File: src/rtl/mmio_pkg.sv
// mmio_pkg
// Shared constants and types for the memory-mapped IO responder.
//   IO_BASE_DEFAULT          : word address of the first IO register
//   OFF_SW .. OFF_TIMER      : register offsets inside the 4-word IO window
//   DEBOUNCE_CYCLES_DEFAULT  : 10 ms at 25 MHz
//   db_state_t               : per-button debounce FSM states
package mmio_pkg;

   localparam logic [31:0] IO_BASE_DEFAULT         = 32'd4096;
   localparam int          DEBOUNCE_CYCLES_DEFAULT = 250000;

   localparam logic [1:0] OFF_SW      = 2'd0;
   localparam logic [1:0] OFF_LED     = 2'd1;
   localparam logic [1:0] OFF_BTN_EVT = 2'd2;
   localparam logic [1:0] OFF_TIMER   = 2'd3;

   typedef enum logic {
      DB_STABLE,
      DB_COUNTING
   } db_state_t;

endpackage

File: src/rtl/mmio_btn_debounce.sv
// btn_debounce
// Single push-button conditioner: two-flop synchronizer feeding a
// STABLE/COUNTING debounce FSM. A new level is accepted only after the
// synchronized input has differed from the accepted level for
// DEBOUNCE_CYCLES consecutive cycles; any return to the accepted level
// restarts the count.
// Ports:
//   clock    in   system clock
//   reset    in   asynchronous, active-high reset
//   btn_raw  in   raw (asynchronous) button level
//   rise     out  one-cycle pulse on the cycle the accepted level goes 0->1
module btn_debounce
   import mmio_pkg::*;
#(
   parameter int DEBOUNCE_CYCLES = DEBOUNCE_CYCLES_DEFAULT
)
(
   input  logic clock,
   input  logic reset,
   input  logic btn_raw,
   output logic rise
);

   localparam int              CNT_W    = (DEBOUNCE_CYCLES > 1) ? $clog2(DEBOUNCE_CYCLES) : 1;
   localparam logic [CNT_W-1:0] CNT_LAST = CNT_W'(DEBOUNCE_CYCLES - 1);

   logic             sync_1;
   logic             sync_2;
   logic             debounced;
   logic             debounced_next;
   db_state_t        state;
   db_state_t        state_next;
   logic [CNT_W-1:0] cnt;
   logic [CNT_W-1:0] cnt_next;

   // Two-flop synchronizer to bring the raw button into the clock domain.
   always_ff @(posedge clock or posedge reset) begin
      if (reset) begin
         sync_1 <= 1'b0;
         sync_2 <= 1'b0;
      end else begin
         sync_1 <= btn_raw;
         sync_2 <= sync_1;
      end
   end

   // FSM state, stability counter and accepted level.
   always_ff @(posedge clock or posedge reset) begin
      if (reset) begin
         state     <= DB_STABLE;
         cnt       <= '0;
         debounced <= 1'b0;
      end else begin
         state     <= state_next;
         cnt       <= cnt_next;
         debounced <= debounced_next;
      end
   end

   // Next-state logic. Entering COUNTING already accounts for the first
   // differing sample, so the commit happens on the DEBOUNCE_CYCLES-th one.
   always_comb begin
      state_next     = state;
      cnt_next       = cnt;
      debounced_next = debounced;
      rise           = 1'b0;
      case (state)
         DB_STABLE: begin
            if (sync_2 != debounced) begin
               state_next = DB_COUNTING;
               cnt_next   = CNT_W'(1);
            end
         end
         DB_COUNTING: begin
            if (sync_2 == debounced) begin
               state_next = DB_STABLE;
               cnt_next   = '0;
            end else if (cnt == CNT_LAST) begin
               state_next     = DB_STABLE;
               cnt_next       = '0;
               debounced_next = sync_2;
               rise           = sync_2;
            end else begin
               cnt_next = cnt + CNT_W'(1);
            end
         end
         default: begin
            state_next = DB_STABLE;
            cnt_next   = '0;
         end
      endcase
   end

endmodule

File: src/rtl/mmio_responder.sv
// mmio_responder
// Responder on the processor data-memory bus. Decodes a 4-word IO window at
// IO_BASE (SW, LED, BTN_EVT, TIMER) and passes every other address through
// to RAM. Reads have one cycle of latency to match the synchronous RAM.
// Optional feature: define MMIO_TIMER_EN to build the 32-bit cycle timer at
// offset +3; without it that offset reads 0 and ignores writes.
// Ports:
//   clock         in   25 MHz system clock
//   reset         in   asynchronous, active-high reset
//   wren          in   processor store enable
//   address_dmem  in   processor data word address
//   data          in   processor store data
//   q_ram         in   RAM read data (1-cycle synchronous read)
//   q_dmem        out  read data returned to the processor
//   ram_wren      out  store enable forwarded to RAM (blocked for IO)
//   SW            in   raw slide switches
//   BTN           in   raw push buttons
//   LED           out  LED drive register
module mmio_responder
   import mmio_pkg::*;
#(
   parameter logic [31:0] IO_BASE         = IO_BASE_DEFAULT,
   parameter int          NUM_BTN         = 4,
   parameter int          DEBOUNCE_CYCLES = DEBOUNCE_CYCLES_DEFAULT
)
(
   input  logic               clock,
   input  logic               reset,
   input  logic               wren,
   input  logic [31:0]        address_dmem,
   input  logic [31:0]        data,
   input  logic [31:0]        q_ram,
   output logic [31:0]        q_dmem,
   output logic               ram_wren,
   input  logic [15:0]        SW,
   input  logic [NUM_BTN-1:0] BTN,
   output logic [15:0]        LED
);

   logic               io_hit;
   logic [1:0]         offset;
   logic               wr_io;
   logic               wr_led;
   logic               wr_evt;
   logic [15:0]        sw_sync_1;
   logic [15:0]        sw_sync_2;
   logic [NUM_BTN-1:0] btn_rise;
   logic [NUM_BTN-1:0] btn_evt;
   logic [31:0]        timer_value;
   logic [31:0]        rd_value;
   logic               rd_io_hit;
   logic [31:0]        rd_snapshot;
   logic               unused_data_hi;

   assign io_hit   = (address_dmem[31:2] == IO_BASE[31:2]);
   assign offset   = address_dmem[1:0];
   assign ram_wren = wren & ~io_hit;
   assign wr_io    = wren & io_hit;
   assign wr_led   = wr_io && (offset == OFF_LED);
   assign wr_evt   = wr_io && (offset == OFF_BTN_EVT);

   // The upper store-data bits never reach an IO register.
   assign unused_data_hi = ^data[31:16];

   // Switch synchronizer; software sees the second stage.
   always_ff @(posedge clock or posedge reset) begin
      if (reset) begin
         sw_sync_1 <= '0;
         sw_sync_2 <= '0;
      end else begin
         sw_sync_1 <= SW;
         sw_sync_2 <= sw_sync_1;
      end
   end

   // LED output register, loaded by stores to its offset.
   always_ff @(posedge clock or posedge reset) begin
      if (reset) begin
         LED <= '0;
      end else if (wr_led) begin
         LED <= data[15:0];
      end
   end

   // One debouncer per button.
   for (genvar i = 0; i < NUM_BTN; i++) begin : g_btn
      btn_debounce #(
         .DEBOUNCE_CYCLES(DEBOUNCE_CYCLES)
      ) u_debounce (
         .clock   (clock),
         .reset   (reset),
         .btn_raw (BTN[i]),
         .rise    (btn_rise[i])
      );
   end

   // Sticky event flags: write-1-to-clear, but a press arriving in the same
   // cycle as its clear must not be lost, so the set is applied last.
   always_ff @(posedge clock or posedge reset) begin
      if (reset) begin
         btn_evt <= '0;
      end else begin
         btn_evt <= (btn_evt & ~(wr_evt ? data[NUM_BTN-1:0] : '0)) | btn_rise;
      end
   end

`ifdef MMIO_TIMER_EN
   logic        wr_timer;
   logic [31:0] timer;

   assign wr_timer    = wr_io && (offset == OFF_TIMER);
   assign timer_value = timer;

   // Free-running cycle counter; a clearing store overrides the increment.
   always_ff @(posedge clock or posedge reset) begin
      if (reset) begin
         timer <= '0;
      end else if (wr_timer) begin
         timer <= '0;
      end else begin
         timer <= timer + 32'd1;
      end
   end
`else
   assign timer_value = '0;
`endif

   // Select the addressed IO register for the read snapshot.
   always_comb begin
      rd_value = '0;
      case (offset)
         OFF_SW:      rd_value = {16'b0, sw_sync_2};
         OFF_LED:     rd_value = {16'b0, LED};
         OFF_BTN_EVT: rd_value = 32'(btn_evt);
         OFF_TIMER:   rd_value = timer_value;
         default:     rd_value = '0;
      endcase
   end

   // Read pipeline stage. The offset is consumed here by taking the snapshot,
   // so only the hit flag and the captured value need to be kept.
   always_ff @(posedge clock or posedge reset) begin
      if (reset) begin
         rd_io_hit   <= 1'b0;
         rd_snapshot <= '0;
      end else begin
         rd_io_hit   <= io_hit;
         rd_snapshot <= rd_value;
      end
   end

   assign q_dmem = rd_io_hit ? rd_snapshot : q_ram;

endmodule

File: config.mk
export PLATFORM = sky130hd
export DESIGN_NAME = mmio_responder
export DESIGN_NICKNAME = d
export VERILOG_FILES = /design/src/rtl/mmio_pkg.sv /design/src/rtl/mmio_btn_debounce.sv /design/src/rtl/mmio_responder.sv
export SDC_FILE = /design/constraint.sdc
export NUM_CORES = 1
export LEC_CHECK = 0
export BUFFER_PORTS_ARGS = -buffer_cell sky130_fd_sc_hd__buf_2
export CORE_AREA = 4 4 117 119
export DETAILED_ROUTE_END_ITERATION = 8
export DIE_AREA = 0 0 121 123
export PLACE_DENSITY = 0.95
export RECOVER_POWER = 100
export SKIP_LAST_GASP = 1
export SYNTH_ARGS = -nofsm -noshare
export SYNTH_HDL_FRONTEND = slang
export SYNTH_SLANG_ARGS = --single-unit
File: constraint.sdc
create_clock -name clock -period 8.65 [get_ports clock]
set_clock_uncertainty 0.1 [all_clocks]
set_input_delay 1.73 -clock clock [delete_from_list [all_inputs] [get_ports clock]]
set_output_delay 1.73 -clock clock [all_outputs]
set_load 0.02 [all_outputs]
==> results of run 1 <==
-- final timing paths --
| path | end | slack (ns) | from | cells after the start |
|---|---|---|---|---|
| setup reg to reg | g_btn[2].u_debounce.cnt[8] | 5.22 | g_btn[2].u_debounce.cnt[0] | 7 |
| hold / removal | sw_sync_2[11] | 0.25 | sw_sync_1[11] | 0 |
| hold reg to reg | sw_sync_2[11] | 0.25 | sw_sync_1[11] | 0 |
| setup / recovery | g_btn[1].u_debounce.cnt[1] | 3.31 | reset | 3 |
| min in group asynchronous | sw_sync_1[1] | 2.12 | reset | 2 |
| max in group clock | ram_wren | 3.55 | address_dmem[3] | 6 |
-- worst register-to-register path, stage by stage (launching register included) --
cell	delay, ns
dfrtp_1	0.42
ha_1	0.27
nand3_1	0.21
nor3_1	0.11
a211oi_1	1.22
clkbuf_1	0.57
or2b_1	0.29
a31oi_1	0.16
-- logic make-up after synthesis --
logic type      after synthesis  synth area share [%]
xor+xnor                      6                 0.726
simple gates                253                  18.9
mux                          61                  9.05
buf+inv                      42                  2.87
fa+ha+maj                     4                 0.691
flops                       157                  54.3
compound gates              154                  13.5
-- cell usage in the layout (no fill, tap or decap), drive strengths merged, types with 13 or more instances in the layout --
cell type,instances
nor2,42
nor2b,20
a21oi,41
nand2,56
mux2i,25
mux2,36
a31oi,43
nand3,32
inv,17
buf,100
nand4,25
and3,13
clkbuf,74
o21ai,29
dfrtp,157
-- metal layers --
layer | vias up | wire (µm) | global-route usage (%)
li1 | 2800 | - | -
met1 | 2998 | 7100 | 30.3
met2 | 353 | 9180 | 42.8
met3 | 54 | 1460 | 5.35
met4 | 0 | 542 | 11.3
met5 | - | 0 | 0
-- final cells by class --
class | count | area (µm²) | area share (%)
multi-input combinational | 478 | 3080 | 35.9
timing repair buffer | 156 | 714 | 8.33
tap | 172 | 215 | 2.51
inverter | 12 | 46.3 | 0.540
clock buffer | 18 | 439 | 5.12
clock inverter | 14 | 153 | 1.78
sequential | 157 | 3930 | 45.8
-- flip-flops by register name, summed over array words and instances (netlist names), 4 cells and up --
name                        cells
g_btn.u_debounce.state          4
rd_snapshot                    16
btn_evt                         4
g_btn.u_debounce.sync_1         4
sw_sync_1                      16
g_btn.u_debounce.sync_2         4
LED                            16
g_btn.u_debounce.cnt           72
sw_sync_2                      16
g_btn.u_debounce.debounced      4
-- power groups by stage --
stage	combinational [W]	sequential, W	clock [W]
4_1_cts	0.000138	0.000803	0.000762
6_report	0.000135	0.000806	0.000757
3_3_place_gp	0.000130	0.000814	0
5_1_grt	0.000152	0.000811	0.000796
2_1_floorplan	0.0000933	0.000803	0
3_5_place_dp	0.000135	0.000816	0
-- through the flow --
| step | hold WS, ns | util (%) | instance area [µm²] |
|---|---|---|---|
| after CTS | 0.249 | 69.1 | 8680 |
| final | 0.247 | 68.2 | 8580 |
| after global routing | 0.251 | 68.2 | 8580 |
| after global placement | 0.232 | 64.4 | 8090 |
| after detailed placement | 0.235 | 64.4 | 8090 |
| after floorplan | 0.231 | - | 7240 |
==> impl_metrics.json, run 1 <==
{
  "maxCapViolCount": 4,
  "cts_setup_buffers": 0,
  "slew_headroom_pct": -115,
  "dp_hpwl_um": 12000,
  "path_max_fanout": 84,
  "wl_um": 18300,
  "clk_path_buf_depth": 2,
  "ys_types": 57,
  "wire_per_inst_um": 18.2,
  "synth.most_common_cell": "dfrtp_1",
  "worstPathCellList": "buf_2 > clkinvlp_2 > clkbuf_2",
  "clkPwrFrac_pct": 44.6,
  "worstMarginPinSlew_ns": 3.20,
  "hold_buffers": 0,
  "drt-initial-drc-count": 710,
  "synth-edff-count": 0,
  "setup_viol": 0,
  "period_share_pct": 61.7,
  "drcViolationCount": 0,
  "core-area_um2": 12600,
  "violations": "capacitance limit, slew limit",
  "antenna_cells": 0,
  "setup-tns-final_ns": 0,
  "vias_per_cell": 6.16,
  "synth_flop_cell": "dfrtp_1",
  "syn2layout_area_growth_pct": 18.4,
  "start_util_pct": 57.6,
  "hold_viol_final": 0,
  "path_buf_inv": 3,
  "leakagePower_nw": 3.81,
  "netSwitchingFraction_pct": 25.8,
  "ys_async_sr_fraction_pct": 100,
  "crit_slowest_cell": "clkinvlp_2",
  "hold_class": "reg -> reg",
  "synth_area_leaders": "dfrtp_1, mux2_2, a31oi_1",
  "place_inst": 975,
  "syn-num-nets": 800,
  "ant_nets": 0,
  "crit_required_ns": 8.70,
  "slowest_delay_ns": 1.79,
  "outcome": "finished with violations",
  "design.die.area_um2": 14900,
  "netlist_instances": 677,
  "drive_above_1_share_pct": 20.7,
  "setup_ws_ns": 3.31,
  "cts_buffers": 17,
  "grt_max_degree": 85,
  "synth_area_um2": 7240,
  "critPathArrivalTime_ns": 5.38,
  "drv_slew": 188,
  "fillers": 887,
  "fmax_ghz": 0.187,
  "fin_cells": 1007,
  "root_buffer": "clkbuf_16",
  "grt_use_total_pct": 24.9,
  "vias": 6205,
  "endpoint_kind": "asynchronous set/reset pin",
  "drtPass1Iterations": 6,
  "final_nets": 945,
  "fin_crit_ns": 5.34,
  "grt_overflow": 0,
  "clock-sinks": 157,
  "chipWidth_um": 121,
  "critical_path_class": "in -> async",
  "yosysWarnings": 0,
  "p_per_area_nw_per_um2": 198,
  "ir_drop_uv": 190,
  "grt_pass1_wl_um": 29100,
  "synth_commonest_cells": "dfrtp_1, nand2_1, a31oi_1, a21oi_1, nor2_1",
  "ctsResizeCount": 0,
  "antenna_found_initial": 0,
  "die_h_um": 123,
  "seq_area_frac_synth_pct": 54.3,
  "placementRows": 41,
  "clk_pin_slew_ns": 0.06,
  "combPwrFrac_pct": 8.0,
  "place_congestion": 0.882,
  "place_ws_ns": 3.76,
  "cts_tree": "done",
  "start_kind": "input port",
  "grt_pass1_vias": 5824,
  "worstSkewPairLatency_ns": 0.43,
  "switchingPower_w": 0.000438,
  "syn_avg_cell_area_um2": 10.7,
  "synth_top_area_share_pct": 54.3,
  "p_int_w": 0.00126,
  "critPathTopFamily": "buffers and inverters",
  "rsz0062_at_grt": "false",
  "synth-seq-cells": 157,
  "htree_levels": 4,
  "io_buffer_count": 151,
  "p_total_w": 0.00170,
  "power_frac_seq_pct": 47.5,
  "synth_top_area_cell": "dfrtp_1",
  "ioPinCount": 168
}
Power figures use the tool's default switching activity.
==> inputs of run 2 (changes only) <==
--- a/config.mk
+++ b/config.mk
@@ -6,10 +6,10 @@
 export NUM_CORES = 1
 export LEC_CHECK = 0
 export BUFFER_PORTS_ARGS = -buffer_cell sky130_fd_sc_hd__buf_2
-export CORE_AREA = 4 4 117 119
+export CORE_AREA = 4 4 127 129
 export DETAILED_ROUTE_END_ITERATION = 8
-export DIE_AREA = 0 0 121 123
-export PLACE_DENSITY = 0.95
+export DIE_AREA = 0 0 131 133
+export PLACE_DENSITY = 0.88
 export RECOVER_POWER = 100
 export SKIP_LAST_GASP = 1
 export SYNTH_ARGS = -nofsm -noshare
==> constraint.sdc (replaced) <==
create_clock -name clock -period 4.8 [get_ports clock]
set_clock_uncertainty 0.1 [all_clocks]
set_input_delay 0.96 -clock clock [delete_from_list [all_inputs] [get_ports clock]]
set_output_delay 0.96 -clock clock [all_outputs]
set_load 0.02 [all_outputs]
==> impl_metrics.json, run 2 (synthesized netlist as in run 1, its figures left out) <==
{
  "outcome": "finished with violations",
  "violations": "capacitance limit, slew limit",
  "wire_per_inst_um": 16.5,
  "layout_common_cells": "dfrtp_1, buf_2, nand2_1",
  "hold_viol_final": 0,
  "ant_nets": 0,
  "start_kind": "flip-flop",
  "antenna_cells": 0,
  "drv_slew": 172,
  "reg2reg_slack_ns": 1.29,
  "dr.max_layer_used": "met4",
  "final_nets": 944,
  "grt_use_total_pct": 19.2,
  "worstMarginPinSlew_ns": 2.03,
  "syn2layout_area_growth_pct": 18.0,
  "leakagePower_nw": 3.78,
  "wl_met1_um": 7090,
  "fmax_ghz": 0.285,
  "fin_cells": 1021,
  "critical_path_class": "reg -> reg",
  "worstSkewPairLatency_ns": 0.43,
  "drtPass1Iterations": 6,
  "maxCapViolCount": 3,
  "wl_um": 16800,
  "clk_path_buf_depth": 2,
  "setup_ws_ns": 1.29,
  "cts_buffers": 17,
  "design.die.area_um2": 17400,
  "drcViolationCount": 0,
  "rsz0062_at_grt": "false",
  "wl_met2_um": 8270,
  "htree_levels": 4,
  "grt_pass1_vias": 5580,
  "dp_hpwl_um": 11600,
  "root_buffer": "clkbuf_16",
  "ctsResizeCount": 0,
  "clock-sinks": 157,
  "met3_length_um": 1070,
  "worst_r2r_endpoint": "g_btn[2].u_debounce.cnt[8]",
  "min_to": "g_btn[0].u_debounce.sync_2",
  "die_h_um": 133,
  "setup-tns-final_ns": 0,
  "crit_required_ns": 5.05,
  "r2r_cells": 7,
  "final_common_cell": "dfrtp_1",
  "top_register": "g_btn.u_debounce.cnt",
  "fin_crit_ns": 3.51,
  "largest_register_ffs": 72,
  "clk_pin_slew_ns": 0.07,
  "place_ws_ns": 1.44,
  "placementRows": 45,
  "place_congestion": 0.867,
  "hold_buffers": 0,
  "cts_setup_buffers": 0,
  "vias_per_cell": 5.78,
  "path_max_fanout": 18,
  "endpoint_kind": "flip-flop",
  "grt_pass1_wl_um": 26700,
  "grt_max_degree": 129,
  "place_inst": 990,
  "antenna_found_initial": 0,
  "worstSetupStartpoint": "g_btn[2].u_debounce.cnt[0]",
  "slew_headroom_pct": -36.8,
  "critPathArrivalTime_ns": 3.76,
  "core-area_um2": 15000,
  "io_buffer_count": 151,
  "period_share_pct": 73.0,
  "ioPinCount": 168,
  "drt-initial-drc-count": 398,
  "vias": 5900,
  "hold_class": "reg -> reg",
  "r2r-start": "g_btn[2].u_debounce.cnt[0]",
  "p_per_area_nw_per_um2": 342,
  "ir_drop_uv": 327,
  "start_util_pct": 48.2,
  "cts_tree": "done",
  "holdPathStages": 0,
  "setup_viol": 0,
  "chipWidth_um": 131,
  "grt_overflow": 0,
  "drive_above_1_share_pct": 20.6,
  "hold_start": "g_btn[0].u_debounce.sync_1"
}
[run 2: changes by cell type in the layout (fill, tap and decap cells not counted), sizes merged]
cell,previous run,this run
buf,100,103
bufinv,2,0
clkbuf,74,70
clkinv,6,4
clkinvlp,1,3
inv,17,18
[run 2: per-layer routing]
| metal | up-vias | GRT usage, % |
|---|---|---|
| met1 | 2870 | 24.9 |
| met3 | 30 | 4.48 |
| met4 | 0 | 7.49 |
| li1 | 2788 | - |
| met5 | - | 0 |
| met2 | 212 | 31.1 |
[run 2: worst max-delay path by stage]
stage | cells past startpoint | slack (ns) | endpoint
after floorplan | 1 | 1.75 | LED[0]
after global placement | 6 | 1.49 | LED[4]
after detailed placement | 6 | 1.44 | LED[14]
after CTS | 6 | 1.54 | ram_wren
after global routing | 3 | 0.94 | g_btn[3].u_debounce.cnt[17]
final | 7 | 1.29 | g_btn[2].u_debounce.cnt[8]
[run 2: power by group]
group / internal (W) / switching, W / total [W]
combinational: 0.0000967 / 0.000141 / 0.000237
clock: 0.000672 / 0.000563 / 0.00123
sequential: 0.00138 / 0.0000678 / 0.00145
total: 0.00215 / 0.000772 / 0.00292
[run 2: layout make-up]
class	count	area (µm²)
timing repair buffer	155	714
clock buffer	18	429
fill	1248	6490
inverter	12	46.3
multi-input combinational	478	3080
tap	188	235
sequential	157	3930
clock inverter	13	109
[run 2: through the flow]
step	cell area (µm²)	hold WS (ns)	util [%]	power (W)
after floorplan	7250	0.231	-	0.00162
after global routing	8540	0.255	56.8	0.00303
final	8540	0.248	56.8	0.00292
after CTS	8650	0.250	57.6	0.00295
after detailed placement	8120	0.235	54.0	0.00171
after global placement	8120	0.231	54.0	0.00170
[run 2: worst max-delay path, stage by stage (launching register included)]
cell and delay, ns:
dfrtp_1 0.42, ha_1 0.28, nand3_1 0.19, nor3_1 0.09, a211oi_1 1.27, clkbuf_1 0.62, or2b_1 0.29, a31oi_1 0.15
